===== src/rtl/audio_pkg.sv =====
// audio_pkg: shared arbiter state encoding and audio command constants.
package audio_pkg;
  typedef enum logic [1:0] {IDLE, ISSUE, GAP} arb_state_e;
  localparam int AUDIO_DATA_W  = 16;
  localparam int AUDIO_GAP_48K = 2083;
endpackage


===== src/rtl/rr_pick.sv =====
// rr_pick: combinational rotate-priority encoder; first set req bit at or above ptr (with wrap) wins.
module rr_pick #(
  parameter int N  = 4,
  parameter int PW = $clog2(N)
) (
  input  logic [N-1:0]  req_i,
  input  logic [PW-1:0] ptr_i,
  output logic [N-1:0]  gnt_o,
  output logic [PW-1:0] idx_o,
  output logic          valid_o
);
  logic [PW-1:0] k;
  always_comb begin
    gnt_o   = '0;
    idx_o   = '0;
    valid_o = |req_i;
    k       = '0;
    // Walk offsets from farthest to nearest so the nearest hit is written last.
    for (int i = N - 1; i >= 0; i--) begin
      k = PW'((int'(ptr_i) + i) % N);
      if (req_i[k]) begin
        idx_o    = k;
        gnt_o    = '0;
        gnt_o[k] = 1'b1;
      end
    end
  end
endmodule


===== src/rtl/audio_cmd_arbiter.sv =====
// audio_cmd_arbiter: round-robin sharing of the audio controller command port,
// one single-cycle command at a time followed by a programmable quiet gap.
module audio_cmd_arbiter
  import audio_pkg::*;
#(
  parameter int NUM_REQ    = 4,
  parameter int GAP_CYCLES = AUDIO_GAP_48K
) (
  input  logic                            clk,
  input  logic                            rst,
  input  logic [NUM_REQ-1:0]              req,
  input  logic [NUM_REQ-1:0]              req_rw,
  input  logic [NUM_REQ*AUDIO_DATA_W-1:0] req_data,
  output logic [NUM_REQ-1:0]              gnt,
  output logic                            cs,
  output logic                            rw,
  output logic [AUDIO_DATA_W-1:0]         data,
  output logic                            busy
);
  localparam int PW = $clog2(NUM_REQ);

  arb_state_e              state_q;
  logic [PW-1:0]           ptr_q, ptr_d, win_idx;
  logic [NUM_REQ-1:0]      gnt_q, win_gnt;
  logic                    any_req, cs_q, rw_q, busy_q;
  logic [AUDIO_DATA_W-1:0] data_q, data_d;
  logic [11:0]             cnt_q;

  rr_pick #(.N(NUM_REQ), .PW(PW)) u_pick (
    .req_i  (req),
    .ptr_i  (ptr_q),
    .gnt_o  (win_gnt),
    .idx_o  (win_idx),
    .valid_o(any_req)
  );

  assign data_d = req_data[int'(win_idx)*AUDIO_DATA_W +: AUDIO_DATA_W];
  assign ptr_d  = (win_idx == PW'(NUM_REQ - 1)) ? '0 : win_idx + PW'(1);

  always_ff @(posedge clk or negedge rst) begin
    if (!rst) begin
      state_q <= IDLE;
      ptr_q   <= '0;
      gnt_q   <= '0;
      cs_q    <= 1'b0;
      rw_q    <= 1'b0;
      data_q  <= '0;
      busy_q  <= 1'b0;
      cnt_q   <= '0;
    end else begin
      case (state_q)
        IDLE: if (any_req) begin
          state_q <= ISSUE;
          gnt_q   <= win_gnt;
          cs_q    <= 1'b1;
          rw_q    <= req_rw[win_idx];
          data_q  <= data_d;
          busy_q  <= 1'b1;
          ptr_q   <= ptr_d;
        end
        ISSUE: begin
          gnt_q <= '0;
          cs_q  <= 1'b0;
          if (GAP_CYCLES > 0) begin
            state_q <= GAP;
            cnt_q   <= 12'(GAP_CYCLES - 1);
          end else begin
            state_q <= IDLE;
            busy_q  <= 1'b0;
          end
        end
        GAP: if (cnt_q == 12'd0) begin
          state_q <= IDLE;
          busy_q  <= 1'b0;
        end else begin
          cnt_q <= cnt_q - 12'd1;
        end
        default: state_q <= IDLE;
      endcase
    end
  end

  assign gnt  = gnt_q;
  assign cs   = cs_q;
  assign rw   = rw_q;
  assign data = data_q;
  assign busy = busy_q;
endmodule


===== config.mk =====
export PLATFORM = sky130hd
export DESIGN_NAME = audio_cmd_arbiter
export DESIGN_NICKNAME = d
export VERILOG_FILES = /design/src/rtl/audio_pkg.sv /design/src/rtl/rr_pick.sv /design/src/rtl/audio_cmd_arbiter.sv
export SDC_FILE = /design/constraint.sdc
export NUM_CORES = 1
export LEC_CHECK = 0
export CELL_PAD_IN_SITES_DETAIL_PLACEMENT = 1
export CELL_PAD_IN_SITES_GLOBAL_PLACEMENT = 2
export CORE_UTILIZATION = 29
export CTS_CLUSTER_SIZE = 40
export DETAILED_ROUTE_END_ITERATION = 7
export GPL_ROUTABILITY_DRIVEN = 0
export PLACE_DENSITY = 0.85
export SYNTH_ARGS = -nofsm -noshare
export SYNTH_HDL_FRONTEND = slang
export SYNTH_SLANG_ARGS = --single-unit

===== constraint.sdc =====
create_clock -name clk -period 5.8 [get_ports clk]
set_clock_uncertainty 0.1 [all_clocks]
set_input_delay 0.87 -clock clk [delete_from_list [all_inputs] [get_ports clk]]
set_output_delay 0.87 -clock clk [all_outputs]
set_load 0.01 [all_outputs]

Word level (Yosys, flattened, before mapping):

Cells that the tools add are included.

* latch bits: 0
* bits in read-only memories: 0
* bits in writable memories: 0
* memories: 0
* output and inout bits: 23
* word-level logic and storage cells: 82
* bits in registers: 39

* add/sub/neg operators: 5
* equal/unequal tests: 6
* $mul: 0
* bitwise logic cells: 0
* magnitude comparators: 9
* shift-type cells: 1
* mux-type cells: 38
* reductions and logical operators: 15
* div/mod/pow operators: 0

Operators by type and width (count)
* $shiftx A64 B7 Y16: 1
* $pmux W12 S2: 1
* $mux W4: 5
* $lt A2 B3 Y1 const B: 5
* $mux W2: 7
* $logic_not A12 Y1: 1
* $mux W12: 1
* $sub A12 B1 Y12 const B: 1
* $mux W1: 11
* $bmux W1 S2: 5
* $demux W1 S2: 4
* $ge A2 B1 Y1 const B: 4
* $pmux W4 S2: 1
* $reduce_and A2 Y1: 4
* $ne A2 B2 Y1 const B: 3
* $pmux W2 S3: 1
* $reduce_bool A2 Y1: 3
* $add A2 B1 Y2 const B: 2
* $add A2 B2 Y2 const B: 2
* $eq A2 B2 Y1 const B: 2
* $logic_and A1 B1 Y1: 4
* $pmux W1 S2: 2
* $reduce_or A4 Y1: 1
* $reduce_and A3 Y1: 1
* 2 further kinds: 2

Depth between registers and ports, before layout:

Gate-level depths: netlist of run 1.

* depth after elaboration: 11
* depth in mapped cells: 11
* depth with buffers taken out: 8

Cells and area by module:

From an unflattened synthesis of run 1, not the netlist that was laid out.

* cells, all modules: 232
* area, all modules: 2641.3 µm²

Modules (own cells, without submodules)
* audio_cmd_arbiter: area each 2143.3 µm², cells each 170, times used 1, sequential area each 975.9 µm²
* rr_pick: area each 498.0 µm², cells each 62, times used 1, sequential area each 0.0 µm²

Least setup slack after synthesis of run 1:

No wires, ideal clock.

* path type: input to register
* start point: in req[1]
* end point: reg data_q[0], in the netlist data[0]
* path slack: 2.856 ns
* arrival: 2.732 ns
* path buffers: 2
* library setup time: 0.111 ns
* stages on the path: 8
* data required time: 5.589 ns
* path through: mux4_2 > nand2b_4 > a211o_1 > and2_4 > buf_12 > buf_12 > mux2i_1 > a2111oi_2

* longest elaborated chain between the ends: 7

RTL lines
* from (decl): RTL line audio_cmd_arbiter.sv:11 `input logic [NUM_REQ-1:0] req,`
* $bmux W1 S2: RTL line rr_pick.sv:21 `if (req_i[k]) begin`
* $mux W1 (not written as such): RTL line rr_pick.sv:21
* $mux W2 (4 in series): RTL line rr_pick.sv:21
* $shiftx A64 B7 Y16: RTL line audio_cmd_arbiter.sv:37 `assign data_d = req_data[int'(win_idx)*AUDIO_DATA_W +: AUDIO_DATA_W];`
* to (signal assigned): RTL line audio_cmd_arbiter.sv:57 `data_q <= data_d;`
* to (decl): RTL line audio_cmd_arbiter.sv:26 `logic [AUDIO_DATA_W-1:0] data_q, data_d;`

Several ways; a longest one is shown, not always the timed one. The select of a mux whose other input is x is not followed.
A chain may end at the register's enable or synchronous reset.

Worst setup path after layout of run 1:

* start point: reg ptr_q[0]
* end point: reg data_q[1], in the netlist data[1]

* longest elaborated chain between the ends: 8

RTL lines
* from (decl): RTL line audio_cmd_arbiter.sv:23 `logic [PW-1:0] ptr_q, ptr_d, win_idx;`
* from (signal assigned): RTL line audio_cmd_arbiter.sv:59 `ptr_q <= ptr_d;`
* $add A2 B2 Y2: RTL line rr_pick.sv:20 `k = PW'((int'(ptr_i) + i) % N);`
* $bmux W1 S2: RTL line rr_pick.sv:21
* $mux W1 (not written as such): RTL line rr_pick.sv:21
* $mux W2 (3 in series): RTL line rr_pick.sv:21
* $mux W2 (*): RTL line rr_pick.sv:21
* $shiftx A64 B7 Y16 (*): RTL line audio_cmd_arbiter.sv:37

Mark *: on every way between the ends. The rest lies on a longest branch, timed or not. The select of a mux whose other input is x is not followed.

==> summary.md, run 1 <==
| Metric | Value |
|---|---|
| Status | `finished, final reports clean` |
| Relative slew margins | `30.83%` |
| DRC | `0` |
| Gr ovfl total | `0` |
| CTS Hold Buffers Added | `0` |
| I/O pins | `97` |
| Final Hold Fails | `0` |
| Clock power share | `11.8%` |
| Gate power share | `63.6%` |
| CTS Sinks | `39` |
| Slew Limit Fails | `0` |
| Critical path peak fanout | `18` |
| RSZ-0062 raised after global routing | `no` |
| Max clock buf depth | `2` |
| Post-DR vias/cell | `5.007` |
| Initial antenna violation count | `0` |
| Post-CTS setup buffers | `0` |
| Cell Int Power | `1.118 mW` |
| Wire per inst | `15.62 microns` |
| Worst-path clk slew | `0.08 ns` |
| Vias in the first global route | `2718` |
| PortBufs | `96` |
| Peak Freq | `274.3 MHz` |
| CP required | `5.89 ns` |
| Sequential fraction of the synthesis area | `34.14%` |
| FFs w/ async S/R, synth | `100.0%` |
| Nets | `489` |
| First-pass GRT wire length | `13470 microns` |
| Post-layout total power | `2.039 mW` |
| Cell variety after synth | `51` |
| Met2 usage | `28.99%` |
| Clock Tree Root | `clkbuf_8` |
| Most used DFF post-synth | `dfrtp_1` |
| Final setup vio count | `0` |
| Seq pwr share | `24.6%` |
| Post-DP Area | `0.003864 sq mm` |
| Routed Antenna Nets | `0` |
| Die Y | `101.3 microns` |
| Wirelength, routed | `8356 microns` |
| CTS Buf Count | `5` |
| Syn Area/Cell | `8.934 sq um` |
| Number of H-tree levels | `2` |
| Ratio of cells with drive above 1 in the final layout | `6.650%` |
| Reg area | `975.9 sq um` |
| Final Cell Area | `0.003981 sq mm` |
| Setup crit end kind | `flip-flop` |
| Setup Crit Path Kind | `flip-flop to flip-flop` |
| Period Utilization, post-route | `62.85%` |
| CP Launch Type | `flip-flop` |
| DR vias | `2679` |
| Type of the worst min-delay path | `flip-flop to flip-flop` |
| Largest net degree at the start of global routing | `40` |
| Starting density of the core | `30.37%` |
| Met3 GRT Util | `3.382%` |
| First-pass detailed-route iteration total | `4` |
| Worst EP arrival | `3.74 ns` |
| Drt initial violations | `90` |
| Commonest non-fill, non-tap cell in the layout | `clkdlybuf4s50_1` |
| Switching portion of total power | `45.17%` |
| Most frequent cells in the layout | `95 x clkdlybuf4s50_1, 62 x nand2_1, 39 x dfrtp_1, 28 x and3_1` |
| Tmin final | `3.645 ns` |
| Fillers | `1113` |
| Die area | `0.01026 sq mm` |
| Synthesis-to-layout area growth | `39.26%` |
| Mapped Nets | `404` |
| Core area | `0.009415 sq mm` |
| P_leak | `1.730 nW` |
| # rows | `35` |
| Global Route Usage Sum | `16.79%` |
| Post-synth EDFFs | `0` |
| Max VDD drop | `282.1 uV` |
| Max cap viols | `0` |
| GRT busiest layer | `met2` |
| Area of the multi-input gates | `0.001752 sq mm` |
| Yosys reg bits | `39` |
| TNS Setup | `0 ns` |
| ANT cells | `0` |
| Switching power | `0.9209 mW` |
| Cell Pwr Density | `512.1 mW/mm^2` |
| Global Route met1 Usage | `21.38%` |
| Worst slew pin tran | `1.038 ns` |
| Post-Layout Cell Count | `535` |
| DPL Wire Length | `6337 microns` |
| Dpl cells | `527` |
| Die Wd | `101.3 microns` |
| Synth Cell Area | `0.002859 sq mm` |
| Synth warn | `0` |
| Worst-Skew Late Latency | `0.30 ns` |
| TritonCTS clock tree | `yes` |
| WHS | `0.3772 ns` |
| Post-CTS resize count | `0` |
| Synth Instances | `320` |
[through the flow]
stage                     setup slack [ns]  utilization (%)
after floorplan                      2.856                -
after CTS                            2.101            42.29
after global placement               1.988            41.04
after global routing                 1.890            42.29
final                                2.155            42.29
after detailed placement             1.869            41.04
[synthesized netlist by cell type (3+ instances only)]
master     count  share of area (%)
o21ai_0       16                2.8
dfrtp_1       39                 34
clkbuf_1      11                1.4
o211ai_1       7                1.8
nor3_1         8                1.4
and3_1        28                6.1
a2111oi_2      4                2.1
a21oi_1        6                1.1
ha_1          10                4.4
xnor2_1        4                1.2
nand2_1       62                8.1
mux4_2         3                2.4
buf_2          3               0.53
a21boi_0       6                1.6
a221oi_1       4                1.2
mux2i_1       23                8.1
nor2_1        23                3.0
nand3_1       10                1.8
a21o_1         3               0.79
inv_1          4               0.53
nand4_1        3               0.66
a2111oi_1      7                2.5
[critical path: stages (launching register included)]
cell and delay (ns):
dfrtp_1 0.83, inv_1 0.28, ha_1 0.44, mux2_2 0.43, a21oi_1 0.82, nand2_1 0.10
and3_1 0.20, a2111oi_2 0.34
[power by group through the flow]
stage | Sequential (mW) | Combinational (mW) | Clock [mW]
after global routing | 0.522 | 1.44 | 0.257
final | 0.501 | 1.30 | 0.240
after CTS | 0.505 | 1.32 | 0.247
after detailed placement | 0.508 | 1.32 | 0
after floorplan | 0.501 | 0.961 | 0
after global placement | 0.504 | 1.28 | 0
[final cells by class]
cell class / count / area share [%]
Timing Repair Buffer: 96 / 24.01
Sequential cell: 39 / 24.51
Clock inverter: 2 / 0.8799
Tap cell: 129 / 4.054
Inverter: 5 / 0.4714
Multi-Input combinational cell: 258 / 44.00
Clock buffer: 6 / 2.074
[metal layers]
layer | wire length [microns] | up-vias
li1 | - | 1332
met1 | 3942 | 1268
met2 | 3960 | 70
met3 | 352 | 9
met4 | 102 | 0
met5 | 0 | -
[worst paths after layout]
check / from / end / slack (ns) / depth (start not counted)
min: cs / cs / 0.38 / 2
min reg2reg: cs / cs / 0.38 / 2
max: ptr_q[0] / data[1] / 2.15 / 7
max reg2reg: ptr_q[0] / data[1] / 2.15 / 7
min in group asynchronous: rst / gnt[0] / 0.59 / 1
max in group asynchronous: rst / cnt_q[10] / 4.44 / 1
[cells by family after synthesis]
family / synth area share, %
compound gates: 16.76
xor+xnor: 1.532
fa+ha+maj: 4.376
buf+inv: 4.595
flops: 34.14
mux: 12.12
simple gates: 26.48
[flip-flops by register name, summed over array words and instances, names as in the netlist]
name / count
ptr_q: 2
gnt: 4
cnt_q: 12
busy: 1
rw: 1
state_q: 2
data: 16
cs: 1
(Power assumes the default switching activity.)
==> inputs of run 2 (changes only) <==
--- a/config.mk
+++ b/config.mk
@@ -7,11 +7,11 @@
 export LEC_CHECK = 0
 export CELL_PAD_IN_SITES_DETAIL_PLACEMENT = 1
 export CELL_PAD_IN_SITES_GLOBAL_PLACEMENT = 2
-export CORE_UTILIZATION = 29
+export CORE_UTILIZATION = 24
 export CTS_CLUSTER_SIZE = 40
 export DETAILED_ROUTE_END_ITERATION = 7
 export GPL_ROUTABILITY_DRIVEN = 0
-export PLACE_DENSITY = 0.85
+export PLACE_DENSITY = 0.75
 export SYNTH_ARGS = -nofsm -noshare
 export SYNTH_HDL_FRONTEND = slang
 export SYNTH_SLANG_ARGS = --single-unit
==> constraint.sdc (replaced) <==
create_clock -name clk -period 3 [get_ports clk]
set_clock_uncertainty 0.1 [all_clocks]
set_input_delay 0.45 -clock clk [delete_from_list [all_inputs] [get_ports clk]]
set_output_delay 0.45 -clock clk [all_outputs]
set_load 0.01 [all_outputs]
==> summary.md, run 2 (synthesized netlist as in run 1, its figures left out) <==
| Metric | Value |
|---|---|
| Relative slew margins | `36.57%` |
| Reg area | `975.9 sq um` |
| I/O pins | `97` |
| Wire per inst | `16.04 microns` |
| Commonest non-fill, non-tap cell in the layout | `clkdlybuf4s50_1` |
| Peak Freq | `361.9 MHz` |
| Final Hold Fails | `0` |
| Worst-path clk slew | `0.06 ns` |
| CP Launch Type | `flip-flop` |
| RSZ-0062 raised after global routing | `no` |
| Max VDD drop | `350.6 uV` |
| Synthesis-to-layout area growth | `46.74%` |
| Worst-Skew Late Latency | `0.28 ns` |
| RR Startpoint | `ptr_q[0]` |
| Buf+Inv Stages, Crit Path | `1` |
| First-pass detailed-route iteration total | `6` |
| Core area | `0.01152 sq mm` |
| Post-DP Area | `0.004036 sq mm` |
| First-pass GRT wire length | `15300 microns` |
| Post-Layout Cell Count | `568` |
| Worst EP arrival | `2.82 ns` |
| CTS Sinks | `39` |
| Post-layout total power | `4.319 mW` |
| Slowest cell on the critical path | `nor2_1` |
| Crit path largest cell delay | `0.53 ns` |
| CP required | `3.06 ns` |
| Die Wd | `111.1 microns` |
| Drt initial violations | `120` |
| DRC | `2` |
| Fillers | `1342` |
| Final Cell Area | `0.004195 sq mm` |
| Final setup vio count | `0` |
| # rows | `39` |
| Max cap viols | `0` |
| Setup slack, reg-to-reg | `0.24 ns` |
| Global Route Usage Sum | `15.26%` |
| Period Utilization, post-route | `92.11%` |
| Ratio of cells with drive above 1 in the final layout | `10.82%` |
| Setup Crit Path Kind | `flip-flop to flip-flop` |
| Crit Reg-Reg Endpoint | `rw` |
| Clock Tree Root | `clkbuf_16` |
| Status | `finished, violations left` |
| Number of H-tree levels | `2` |
| Routed Antenna Nets | `0` |
| Initial antenna violation count | `0` |
| DPL Wire Length | `6980 microns` |
| Tmin final | `2.763 ns` |
| Dpl cells | `560` |
| ANT cells | `0` |
| Wirelength, routed | `9110 microns` |
| Violated checks | `DRC` |
| Type of the worst min-delay path | `input port to async pin` |
| Largest register FFs | `16` |
| Critical path peak fanout | `11` |
| Slew Limit Fails | `0` |
| TNS Setup | `0 ns` |
| Post-DR vias/cell | `4.914` |
| Setup crit end kind | `flip-flop` |
| Max clock buf depth | `2` |
| Worst reg-to-reg path cell count | `8` |
| Nets | `508` |
| TritonCTS clock tree | `yes` |
| Gr ovfl total | `0` |
| Top Family by Delay on Critical Path | `simple AND/OR/NAND/NOR gates` |
| P_leak | `1.840 nW` |
| Cell Pwr Density | `1029 mW/mm^2` |
| Fin util | `36.43%` |
| DR vias | `2791` |
| Worst slew pin tran | `0.9515 ns` |
| Vias in the first global route | `3037` |
| Most frequent cells in the layout | `95 x clkdlybuf4s50_1, 62 x nand2_1, 39 x dfrtp_1, 28 x and3_1, 23 x mux2i_1` |
| Area of the multi-input gates | `0.001754 sq mm` |
| CTS Buf Count | `5` |
| Largest net degree at the start of global routing | `40` |
| Die Y | `111.1 microns` |
| PortBufs | `96` |
| CP Cell Sequence | `inv_1 -> ha_1 -> mux4_2 -> a31oi_1 -> a211o_2 -> nor2_1 -> and3_1 -> a2111oi_2` |
| Die area | `0.01235 sq mm` |
| Starting density of the core | `24.83%` |
[run 2: timing repair]
item                                    4_1_cts  5_1_grt
hold buffers                                  0        0
endpoints found under the setup margin        0        2
setup buffers                                 0        0
gates resized for setup                       0        1
[run 2: metrics by stage]
step                      hold WS, ns  setup WS, ns
final                          0.2206        0.2366
after detailed placement       0.3795      -0.06848
after global placement         0.3686       0.02504
after CTS                      0.2657        0.1618
after floorplan               0.05441       0.09985
after global routing           0.3244       0.02039
[run 2: layout make-up]
type                    instances  area share (%)
repair buffers                115           26.48
multi-input cells             258           41.81
inverters                       5          0.4474
well taps                     143           4.265
clock buffers                   8           3.728
flip-flops and latches         39           23.26
[run 2: worst register-to-register path: cells and delay by family (launching register included)]
kind,cells,cell delay (ns)
AND/OR/NAND/NOR,2,0.82
AO/OA/AOI/OAI,3,0.48
flip-flops,1,0.38
multiplexers,1,0.34
adder cells (fa/ha/maj),1,0.33
buffers and inverters,1,0.19
[run 2: where the power goes]
part	switching [mW]	internal, mW
clock network	0.207	0.354
registers	0.164	0.752
logic	1.49	1.35
[run 2: worst max-delay path by stage]
| stage | to | cells past startpoint | from |
|---|---|---|---|
| 2_1_floorplan | data[0] | 10 | ptr_q[0] |
| 3_3_place_gp | data[3] | 7 | req[1] |
| 3_5_place_dp | data[5] | 7 | req[1] |
| 4_1_cts | data[1] | 8 | ptr_q[0] |
| 5_1_grt | data[1] | 8 | ptr_q[0] |
| 6_report | rw | 8 | ptr_q[0] |
[run 2: metal layers]
layer	global-route usage [%]	vias up	routed length (microns)
met5	0	-	0
met4	2.613	0	24
met3	4.046	2	560
met2	26.88	67	4464
met1	18.84	1352	4061
li1	-	1370	-
==> variant (settings of run 1) <==
Reset style: synchronous (`rst`), changed in one clocked block.
--- a/src/rtl/audio_cmd_arbiter.sv
+++ b/src/rtl/audio_cmd_arbiter.sv
@@ -38,5 +38,5 @@
   assign ptr_d  = (win_idx == PW'(NUM_REQ - 1)) ? '0 : win_idx + PW'(1);
 
-  always_ff @(posedge clk or negedge rst) begin
+  always_ff @(posedge clk) begin
     if (!rst) begin
       state_q <= IDLE;
Check against the original RTL: differs if rst is asserted again (counterexample within 4 cycles, from zero or initial values and one cycle with rst low); with rst held inactive, the same outputs for 10 cycles.
==> variant against run 1 <==
  * Wire length fell by 20%
  * Sequential cell count did not move
  * Combinational power fell by 40%
  * Cell count fell by 14%
  * Sequential share of layout area fell by 3.1 points
  * Final area fell by 8.5%
  * Power fell by 30%
  * Setup slack improved by 310 ps
  * Synthesized area fell by 13%
  * Largest power group unchanged
  * Highest routed layer unchanged
==> variant: results (changes against run 1) <==
* Tot GR Track Use at 0.156 (was 0.168)
* # diodes at 0 (unchanged)
* Hpwl dp at 5.28 mm (was 6.34 mm)
* Vias/cell at 5.06 (was 5.01)
* Layout cells sized above 1 at 0.0616 (was 0.0665)
* Warning count from the yosys run at 0 (unchanged)
* Seq/Total Area, Yosys at 0.314 (was 0.341)
* Hold Path Depth at 2 (unchanged)
* First drt pass iteration count at 5 (was 4)
* Vias in the first global route at 2407 (was 2718)
* Placed cells at 454 (was 527)
* Largest net degree at the start of global routing at 26 (was 40)
* Post-Syn Nets at 347 (was 404)
* Synth unique cells at 46 (was 51)
* Global-route wire length before repair at 11.1 mm (was 13.5 mm)
* Post-CTS sizing at 0 (unchanged)
* Clk slew on worst S/H paths at 80 ps (about the same)
* Met3 Usage GRT at 0.0523 (was 0.0338)
* CP delay by family, top: simple AND/OR/NAND/NOR gates (was compound AO/OA/AOI/OAI gates)
* # H-tree levels at 2 (unchanged)
* Synth Flop Type: dfxtp_1 (was dfrtp_1)
* DR iter-0 viols at 41 (was 90)
* Max VDD drop at 0.143 mV (was 0.282 mV)
* Buffers on Ports at 96 (unchanged)
* Worst hold path type: register to register (unchanged)
* Area post-placement at 3520 sq um (was 3860 sq um)
* Max FFs per register at 16 (unchanged)
* Syn_area_per_cell at 9.45 sq um (was 8.93 sq um)
* Leakage power at 1.37 nW (was 1.73 nW)
* Initial antenna violation count at 0 (unchanged)
* Nets at 440 (was 489)
* Crit Path Max Fanout at 25 (was 18)
* Clock latency on the worst-skew pair at 290 ps
* Synth top area cells: dfxtp_1 (31%), mux2i_1 (19%), ha_1 (5.0%) (was dfrtp_1 (34%), nand2_1 (8.1%), mux2i_1 (8.1%))
* Worst EP arrival at 3410 ps (was 3740 ps)
* Met2 Use GR at 0.272 (was 0.290)
* Outcome: finished clean (unchanged)
* Post-route insts no fill at 462 (was 535)
* CTS Root Cell: clkbuf_8 (unchanged)
* Synth cell count leaders: mux2i_1 (47), dfxtp_1 (39), nand2_1 (25), nor2_1 (14), nor3_1 (12) (was nand2_1 (62), dfrtp_1 (39), and3_1 (28), mux2i_1 (23), nor2_1 (23))
* Psw at 527 uW (was 921 uW)
* Worst-Margin Slew at 765 ps (was 1040 ps)
* CTS Buf Count at 5 (unchanged)
* WL/cell at 14.5 microns (was 15.6 microns)
* Reg2reg path depth at 8 (was 7)
* Number of post-CTS setup repair buffers at 0 (unchanged)
* Max stage delay on crit path at 720 ps (was 830 ps)
* Slowest CP cell: dfxtp_1 (was dfrtp_1)
* DP Worst Slack at 2200 ps (was 1870 ps)
* Clock buffer depth at 2 (unchanged)
* Met1 Use GR at 0.186 (was 0.214)
* Async set-reset flop share out of synthesis at 0 (was 1.00)
## variant: worst paths after layout
kind / start / slack, ps / endpoint
hold reg to reg: data[11]$_SDFFE_PN0P_ / 360 / data[11]$_SDFFE_PN0P_
setup / recovery: ptr_q[0]$_SDFFE_PN0P_ / 2470 / data[15]$_SDFFE_PN0P_
setup reg to reg: ptr_q[0]$_SDFFE_PN0P_ / 2470 / data[15]$_SDFFE_PN0P_
hold / removal: data[11]$_SDFFE_PN0P_ / 360 / data[11]$_SDFFE_PN0P_
## variant: cell type report
| cell class | instances | area [sq um] |
|---|---|---|
| inverter | 7 | 26.3 |
| multi-input combinational | 204 | 1600 |
| clock buffer | 6 | 82.6 |
| tap | 105 | 131 |
| clock inverter | 2 | 35.0 |
| sequential | 39 | 781 |
| timing repair buffer | 99 | 983 |
| fill | 970 | 4620 |
## variant: worst min-delay path, cell delays in order (launching register included)
cell       delay [ps]
dfxtp_1           310
nand2_1            50
o2bb2ai_1          60
## variant: logic make-up (layout without fill, tap and decap cells)
family | after synthesis | in the layout | synth area share
AND/OR/NAND/NOR | 83 | 83 | 0.172
AO/OA/AOI/OAI | 50 | 50 | 0.158
adder cells (fa/ha/maj) | 10 | 10 | 0.0503
buffers and inverters | 20 | 114 | 0.0438
flip-flops | 39 | 39 | 0.314
XOR/XNOR | 9 | 9 | 0.0317
multiplexers | 52 | 52 | 0.230
## variant: power groups by stage
stage	combinational [mW]	sequential, mW	clock (mW)
global placement	0.782	0.414	0
global route	0.861	0.423	0.253
detailed placement	0.794	0.416	0
finish	0.784	0.410	0.234
floorplan	0.539	0.423	0
CTS	0.795	0.411	0.245
## variant: per-layer routing
metal	part of all wire	vias up
met5	0	-
met4	0.0077	0
met3	0.068	5
met2	0.49	67
met1	0.44	1101
li1	-	1164
